`src/rtl/viterbi_pkg.sv`:
```
// Shared types and constants for the Viterbi frame controller and its output aligner.
package viterbi_pkg;

    localparam int SYM_W       = 2;
    localparam int K_MIN       = 3;
    localparam int K_MAX       = 6;
    localparam int FRAME_LEN_W = 9;
    localparam int SYM_CNT_W   = 10;

    typedef logic [SYM_W-1:0] sym_t;

    typedef enum logic [2:0] {
        ST_IDLE,
        ST_CLR,
        ST_FEED,
        ST_TAIL,
        ST_DRAIN,
        ST_DONE
    } state_e;

    function automatic logic len_legal(input logic [FRAME_LEN_W-1:0] len, input int max_len);
        return (len != '0) && (int'(len) <= max_len);
    endfunction

endpackage

```
`src/rtl/vit_out_align.sv`:
```
// Turns a qualifying decoder enable into a registered output bit two cycles later,
// flagging the final bit of the frame from the running output count.
module vit_out_align
    import viterbi_pkg::*;
(
    input  logic                   clk,
    input  logic                   rst_n,
    input  logic                   qual_en,
    input  logic                   dec_bit,
    input  logic [FRAME_LEN_W-1:0] out_cnt,
    input  logic [FRAME_LEN_W-1:0] frame_len,
    output logic                   take,
    output logic                   out_valid,
    output logic                   out_bit,
    output logic                   out_last
);

    logic qual_q, qual_d;
    logic valid_q, valid_d;
    logic bit_q, bit_d;
    logic last_q, last_d;

    // dec_bit belongs to the enable of the previous cycle, so capture it while qual_q is high.
    always_comb begin
        qual_d  = qual_en;
        valid_d = qual_q;
        bit_d   = qual_q ? dec_bit : 1'b0;
        last_d  = qual_q && (out_cnt == (frame_len - 1'b1));
    end

    always_ff @(posedge clk or negedge rst_n) begin
        if (!rst_n) begin
            qual_q  <= 1'b0;
            valid_q <= 1'b0;
            bit_q   <= 1'b0;
            last_q  <= 1'b0;
        end else begin
            qual_q  <= qual_d;
            valid_q <= valid_d;
            bit_q   <= bit_d;
            last_q  <= last_d;
        end
    end

    assign take      = qual_q;
    assign out_valid = valid_q;
    assign out_bit   = bit_q;
    assign out_last  = last_q;

endmodule

```
`src/rtl/viterbi_frame_ctrl.sv`:
```
// Frame sequencer around the hard-decision Viterbi core: clears it, feeds the frame
// plus zero flush symbols, and qualifies the decoded bits that come back out.
module viterbi_frame_ctrl
    import viterbi_pkg::*;
#(
    parameter int K             = 3,
    parameter int TB_DEPTH      = 15,
    parameter int MAX_FRAME_LEN = 256
) (
    input  logic       clk,
    input  logic       rst_n,
    input  logic       start,
    input  logic [8:0] frame_len,
    input  logic       in_valid,
    output logic       in_ready,
    input  logic [1:0] in_sym,
    output logic       dec_clr,
    output logic       dec_en,
    output logic [1:0] dec_sym,
    input  logic       dec_bit,
    output logic       out_valid,
    output logic       out_bit,
    output logic       out_last,
    output logic       busy,
    output logic       done,
    output logic       err
);

    localparam int K_EFF = (K < K_MIN) ? K_MIN : ((K > K_MAX) ? K_MAX : K);
    // The zero run must both terminate the trellis (K-1) and flush traceback (TB_DEPTH-1).
    localparam int FLUSH_LEN  = (TB_DEPTH > K_EFF) ? (TB_DEPTH - 1) : (K_EFF - 1);
    localparam int QUAL_START = TB_DEPTH - 1;

    state_e                 state_q, state_d;
    logic [FRAME_LEN_W-1:0] frame_len_q, frame_len_d;
    logic [SYM_CNT_W-1:0]   sym_cnt_q, sym_cnt_d;
    logic [FRAME_LEN_W-1:0] out_cnt_q, out_cnt_d;
    logic                   err_q, err_d;

    logic [SYM_CNT_W-1:0]   last_data_idx;
    logic [SYM_CNT_W-1:0]   last_sym_idx;
    logic                   qual_en;
    logic                   take;
    sym_t                   dec_sym_c;

    assign last_data_idx = {1'b0, frame_len_q} - 10'd1;
    assign last_sym_idx  = {1'b0, frame_len_q} + 10'(FLUSH_LEN - 1);

    always_comb begin
        state_d     = state_q;
        frame_len_d = frame_len_q;
        sym_cnt_d   = sym_cnt_q;
        out_cnt_d   = out_cnt_q;
        err_d       = 1'b0;
        in_ready    = 1'b0;
        dec_clr     = 1'b0;
        dec_en      = 1'b0;
        dec_sym_c   = '0;

        if (take) begin
            out_cnt_d = out_cnt_q + 9'd1;
        end

        case (state_q)
            ST_IDLE: begin
                if (start) begin
                    if (len_legal(frame_len, MAX_FRAME_LEN)) begin
                        frame_len_d = frame_len;
                        state_d     = ST_CLR;
                    end else begin
                        err_d = 1'b1;
                    end
                end
            end
            ST_CLR: begin
                dec_clr   = 1'b1;
                sym_cnt_d = '0;
                out_cnt_d = '0;
                state_d   = ST_FEED;
            end
            ST_FEED: begin
                in_ready = 1'b1;
                if (in_valid) begin
                    dec_en    = 1'b1;
                    dec_sym_c = in_sym;
                    sym_cnt_d = sym_cnt_q + 10'd1;
                    if (sym_cnt_q == last_data_idx) begin
                        state_d = ST_TAIL;
                    end
                end
            end
            ST_TAIL: begin
                dec_en    = 1'b1;
                sym_cnt_d = sym_cnt_q + 10'd1;
                if (sym_cnt_q == last_sym_idx) begin
                    state_d = ST_DRAIN;
                end
            end
            ST_DRAIN: begin
                if (out_last) begin
                    state_d = ST_DONE;
                end
            end
            ST_DONE: begin
                state_d = ST_IDLE;
            end
            default: begin
                state_d = ST_IDLE;
            end
        endcase
    end

    always_ff @(posedge clk or negedge rst_n) begin
        if (!rst_n) begin
            state_q     <= ST_IDLE;
            frame_len_q <= '0;
            sym_cnt_q   <= '0;
            out_cnt_q   <= '0;
            err_q       <= 1'b0;
        end else begin
            state_q     <= state_d;
            frame_len_q <= frame_len_d;
            sym_cnt_q   <= sym_cnt_d;
            out_cnt_q   <= out_cnt_d;
            err_q       <= err_d;
        end
    end

    // Only symbols past the traceback depth produce a decided bit.
    assign qual_en = dec_en && (sym_cnt_q >= 10'(QUAL_START));

    vit_out_align u_out_align (
        .clk       (clk),
        .rst_n     (rst_n),
        .qual_en   (qual_en),
        .dec_bit   (dec_bit),
        .out_cnt   (out_cnt_q),
        .frame_len (frame_len_q),
        .take      (take),
        .out_valid (out_valid),
        .out_bit   (out_bit),
        .out_last  (out_last)
    );

    assign dec_sym = dec_sym_c;
    assign busy    = (state_q != ST_IDLE);
    assign done    = (state_q == ST_DONE);
    assign err     = err_q;

endmodule

```
`config.mk`:
```
export PLATFORM = sky130hd
export DESIGN_NAME = viterbi_frame_ctrl
export DESIGN_NICKNAME = d
export VERILOG_FILES = /design/src/rtl/viterbi_pkg.sv /design/src/rtl/vit_out_align.sv /design/src/rtl/viterbi_frame_ctrl.sv
export SDC_FILE = /design/constraint.sdc
export NUM_CORES = 1
export LEC_CHECK = 0
export ABC_AREA = 1
export CAP_MARGIN = 30
export CORE_MARGIN = 2
export CORE_UTILIZATION = 59
export CTS_BUF_LIST = sky130_fd_sc_hd__clkbuf_2
export CTS_CLUSTER_DIAMETER = 150
export DETAILED_ROUTE_END_ITERATION = 8
export MAX_ROUTING_LAYER = met4
export PLACE_DENSITY = 0.81
export SYNTH_ARGS = -nofsm -noshare
export SYNTH_HDL_FRONTEND = slang
export SYNTH_SLANG_ARGS = --single-unit
```
`constraint.sdc`:
```
create_clock -name clk -period 1.9 [get_ports clk]
set_input_delay 0.38 -clock clk [delete_from_list [all_inputs] [get_ports clk]]
set_output_delay 0.38 -clock clk [all_outputs]
set_load 0.03 [all_outputs]
```
After elaboration in Yosys (flattened, before gate mapping)
Index checks and enable logic that the tools add are counted.

Flip-flop bits (word level): 36. Bits of input ports: 16. Output and inout port bits: 11. Logic and storage cells: 62.

Add/subtract/negate cells: 5. Magnitude comparators: 2. Eq/ne operators: 14. Mux-type cells: 21. Reduce and logical (&&, ||, !) cells: 11.

Operators by type and width (number): 10-bit one-hot mux with 3 select lines (1); 10-bit == test (2); 3-bit 2-to-1 mux (6); 9-bit 2-to-1 mux (2); 3-bit one-hot mux with 5 select lines (1); 10-bit by 1-bit adder with 10-bit output (second input constant) (1); 9-bit by 4-bit adder with 10-bit output (second input constant) (1); 10-bit by 4-bit greater-or-equal comparator with 1-bit output (second input constant) (1); 10-bit 2-to-1 mux (1); 2-bit != test (second input constant) (5); 9-bit by 1-bit subtractor with 10-bit output (second input constant) (1); 9-bit by 1-bit adder with 9-bit output (second input constant) (1); 9-bit == test (1); 9-bit <= comparator (second input constant) (1); 9-bit nonzero test (1); 9-bit by 1-bit subtractor with 9-bit output (second input constant) (1); 1-bit 2-to-1 mux (7); 3-bit by 2-bit == test with 1-bit output (second input constant) (2); 3-bit == test (second input constant) (2); 6-bit AND reduction (1); 3-bit nonzero test (2); 2-bit 2-to-1 mux (2); 3-bit by 1-bit == test with 1-bit output (second input constant) (1); 1-bit logical AND (3); other kinds (6) (6).

Logic depth before layout (Yosys ltp)
Word-level depth: 5. Mapped depth: 14. Depth with buffers taken out: 14.

Modules after synthesis
A second synthesis with hierarchy kept.

Cells, all modules: 434. Area total of the unflattened synthesis: 2726.4 sq um.

By module, submodules not included: viterbi_frame_ctrl (times used 1, cells an instance 350, area each 2257.2 sq um, seq. area each 800.8 sq um); vit_out_align (times used 1, cells an instance 84, area each 469.2 sq um, seq. area each 100.1 sq um).

Worst setup path after synthesis
Ideal clock, no wire load.

Path type: register -> output. Start: register state_q[2]. End: output port dec_sym[0]. Data arrival time: 1.429 ns. Data required time: 1.520 ns. Setup slack: 0.091 ns. Stages on the path, launching flop included: 4. Path buffers: 0. Cell sequence: dfrtp_1 > nor3_4 > inv_1 > nor2_1.

Cells in the longest elaborated chain, start to end: 2.

Ends and longest elaborated chain: from (decl) (line viterbi_frame_ctrl.sv:34) `state_e state_q, state_d;`; from (signal assigned) (line viterbi_frame_ctrl.sv:121) `state_q <= state_d;`; 3-bit by 2-bit == test with 1-bit output (line viterbi_frame_ctrl.sv:64) `case (state_q)`; 2-bit 2-to-1 mux (line viterbi_frame_ctrl.sv:64); to (decl) (line viterbi_frame_ctrl.sv:19) `output logic [1:0] dec_sym,`.

No other way between the ends.

Final worst setup path
Start: register state_q[1]. End: output port dec_en.

Cells in the longest elaborated chain, start to end: 2. Elaborated cells on any way between the ends: 3. Those cells by class: eq/ne: 2; mux: 1.

Ends and longest elaborated chain: 3-bit by 2-bit == test with 1-bit output (line viterbi_frame_ctrl.sv:64); 1-bit one-hot mux with 2 select lines * (line viterbi_frame_ctrl.sv:64); to (decl) (line viterbi_frame_ctrl.sv:18) `output logic dec_en,`.

Mark *: on every way between the ends. The rest lies on a longest branch, timed or not.

==> results.json <==
{
  "cts.htree.levels": 2,
  "finish.cell_count_without_fillers": 490,
  "detailed_place_hpwl_um": 5228,
  "rsz_0062_raised_after_global_routing": "yes",
  "critical_path.slowest_cell": "dfrtp_2",
  "antenna-diode-count": 0,
  "crit_path_max_incr_delay_ns": 0.44,
  "finalSetupViolCount": 0,
  "static-leakage-power_nw": 1.583,
  "hold_violations": 0,
  "power_mw": 4.262,
  "timing_worst_slew_pin_value_ns": 0.4761,
  "start_util": 0.6064,
  "maxSlewHeadroom": 0.6797,
  "numPortBuffers": 26,
  "clock-skew-final_ns": 0.01113,
  "gr-usage-all-layers": 0.3029,
  "synth_top_area_frac": 0.3460,
  "core_region_area_sq_mm": 0.004294,
  "gpl.final_weighted_congestion": 0.8999,
  "timing.critical_path.from_type": "flip-flop",
  "path_type_of_the_worst_min_delay_path": "in -> async",
  "syn_to_final_growth_pct": 22.97,
  "global_route.overflow_total": 0,
  "max_cap_viol_count": 0,
  "drive_above_1_share": 0.1804,
  "p_per_area_mw_per_mm2": 1331,
  "dieWidth_um": 70.43,
  "synthCells": 388,
  "die_height_um": 70.43,
  "fin_hold_ws_ns": 0.4537,
  "residual_drc": 0,
  "synth.distinct_cells": 36,
  "worst_path_dominant_cell_family": "flip-flops",
  "crit_type": "reg -> out",
  "firstDrtPassIters": 5,
  "worst_setup_hold_path_clk_slew_ns": 0.19,
  "dp.cells": 475,
  "synth_flop_cell": "dfrtp_1",
  "io_pins": 27,
  "cts_made_buffers": 5,
  "postSynthRegisterBits": 36,
  "sink_count": 36,
  "worst-endpoint-required_ns": 1.52,
  "yosysSeqAreaShare": 0.3460,
  "fin_crit_ns": 1.892,
  "grt_pass1_wl_um": 11560,
  "placed_area_sq_mm": 0.003005,
  "crit_path_cell_trace": "inv_4 > nor3_4 > buf_6 > nand2_2 > nand2_2 > buf_6",
  "fp-row-count": 24,
  "final-max-slew-violation-count": 0,
  "final_net_count": 458,
  "final_antenna_net_count": 0,
  "worstPathMaxFanout": 3,
  "clk_latency_ns": 0.40,
  "synth_largest_area_cell": "dfrtp_1",
  "clk_path_buf_depth": 2,
  "worst-endpoint-arrival_ns": 1.51,
  "detailedRoute.firstIterationViolations": 181,
  "clock_tree_from_tritoncts": "yes",
  "finalSetupTns_ns": 0,
  "post_drt_via_cell_ratio": 5.567,
  "synth-edff-count": 0,
  "largest_net_degree_at_the_start_of_global_routing": 20,
  "ir_drop_mv": 0.7881,
  "max_freq_mhz": 528.4,
  "ys_async_sr_fraction": 1.000,
  "wl_per_cell_um": 14.01,
  "synthesis.area_per_instance_sq_um": 6.711,
  "synthesis.area_sq_mm": 0.002604,
  "min_period_over_period": 0.9960,
  "path_buf_inv": 3,
  "initial_antenna_violation_count": 0,
  "die-area_sq_mm": 0.004960,
  "synth_area_leaders": "dfrtp_1 (35%), nand2_1 (16%), nor2_1 (8.1%)",
  "route.final.wire_length_um": 6863,
  "result_of_the_run": "complete, no violations",
  "post-route-cell-area_sq_mm": 0.003202,
  "syn-num-nets": 409,
  "via_count_of_the_first_global_routing_pass": 2522,
  "detailroute.via_count": 2728,
  "ys.warnings.count": 0,
  "root_buffer": "clkbuf_2",
  "endpoint_class_of_the_critical_path": "output pin"
}
## kinds of logic (layout without fill, tap and decap cells)
logic type | count (synthesis) | in the layout | synth area share
compound gates | 51 | 51 | 0.1072
xor+xnor | 10 | 10 | 0.03364
fa+ha+maj | 5 | 5 | 0.02403
buf+inv | 52 | 102 | 0.07929
flops | 36 | 36 | 0.3460
mux | 2 | 2 | 0.008649
simple gates | 232 | 232 | 0.4012
## layout make-up
class | count | area (sq um)
tap | 52 | 65.06
sequential | 36 | 907.1
multi-input combinational | 300 | 1559
timing repair buffer | 48 | 427.9
fill | 347 | 1092
clock buffer | 6 | 30.03
inverter | 46 | 177.7
clock inverter | 2 | 35.03
## power by group
part           internal (mW)  switching (mW)  total [mW]
combinational          0.989            1.59        2.58
sequential             0.921           0.262        1.18
clock                  0.226           0.273       0.500
total                   2.14            2.13        4.26
## layout by cell type, fill, tap and decap left out, types with 2 or more instances in the layout
master / n
nand2_1: 108
nor2_1: 46
inv_1: 39
nand3_1: 31
dfrtp_1: 31
a21oi_1: 22
buf_4: 20
o21ai_0: 17
clkdlybuf4s50_1: 17
nor2_2: 10
clkbuf_2: 8
nor3_1: 6
xor2_1: 6
nand4_1: 6
inv_2: 5
nor2_4: 5
nand2_2: 5
dfrtp_2: 5
nor4_1: 4
xnor2_1: 4
ha_1: 4
buf_6: 4
o21ai_1: 3
inv_4: 2
nor3_4: 2
o21a_1: 2
nand3_2: 2
nand3b_1: 2
a31oi_1: 2
mux2_2: 2
nor3b_1: 2
buf_2: 2
## state kept, by name, indices dropped and copies added, names as in the netlist
name / flops
u_out_align.out_valid: 1
u_out_align.out_bit: 1
out_cnt_q: 9
state_q: 3
err: 1
sym_cnt_q: 10
u_out_align.out_last: 1
u_out_align.take: 1
frame_len_q: 9
## cell usage after synthesis (2+ instances only)
cell type and count:
nor3b_1 2, xor2_1 6, a21oi_1 22, o21ai_1 3
a31oi_1 2, clkbuf_1 2, nor2_4 2, nor3_4 2
nand3_1 32, xnor2_1 4, nand2_1 110, inv_1 41
mux2_2 2, nor2_2 3, o21ai_0 17, nor4_1 4
nand4_1 6, buf_2 3, inv_2 5, nand3b_1 2
ha_1 5, nor2_1 56, nor3_1 6, o21a_1 2
nand2_2 3, dfrtp_1 36
## through the flow
step	util	setup slack (ns)
floorplan	-	0.09055
detailed placement	0.6999	-0.09587
finish	0.7456	0.007562
CTS	0.7316	0.0006731
global route	0.7456	-0.1127
global placement	0.6999	-0.02124
## final timing paths
kind	startpoint	end	slack [ns]	cells after the start
setup / recovery	state_q[1]	dec_en	0.008	6
hold / removal	rst_n	sym_cnt_q[4]	0.45	2
setup reg to reg	frame_len_q[0]	state_q[0]	0.008	13
hold reg to reg	out_cnt_q[3]	out_cnt_q[3]	0.52	1
max in group asynchronous	rst_n	frame_len_q[2]	0.97	3
min in group clk	dec_bit	u_out_align.out_bit	0.50	3
## layer usage
metal  vias to the layer above  GRT usage  share of wire  routed length [um]
li1                       1363          -              -                   -
met1                      1284     0.4050           0.46                3124
met2                        70     0.4790           0.48                3280
met3                        11    0.04185          0.049                 333
met4                         0    0.09615          0.018                 125
met5                         -          -              0                   0
## what timing repair did
action                                  CTS  global route
setup buffers                             3             3
pin swaps                                 5             1
endpoints found under the setup margin    7            11
endpoints found under the hold margin    17             0
gates resized for setup                  20            23
hold buffers                              1             0
Power figures use the tool's default switching activity.
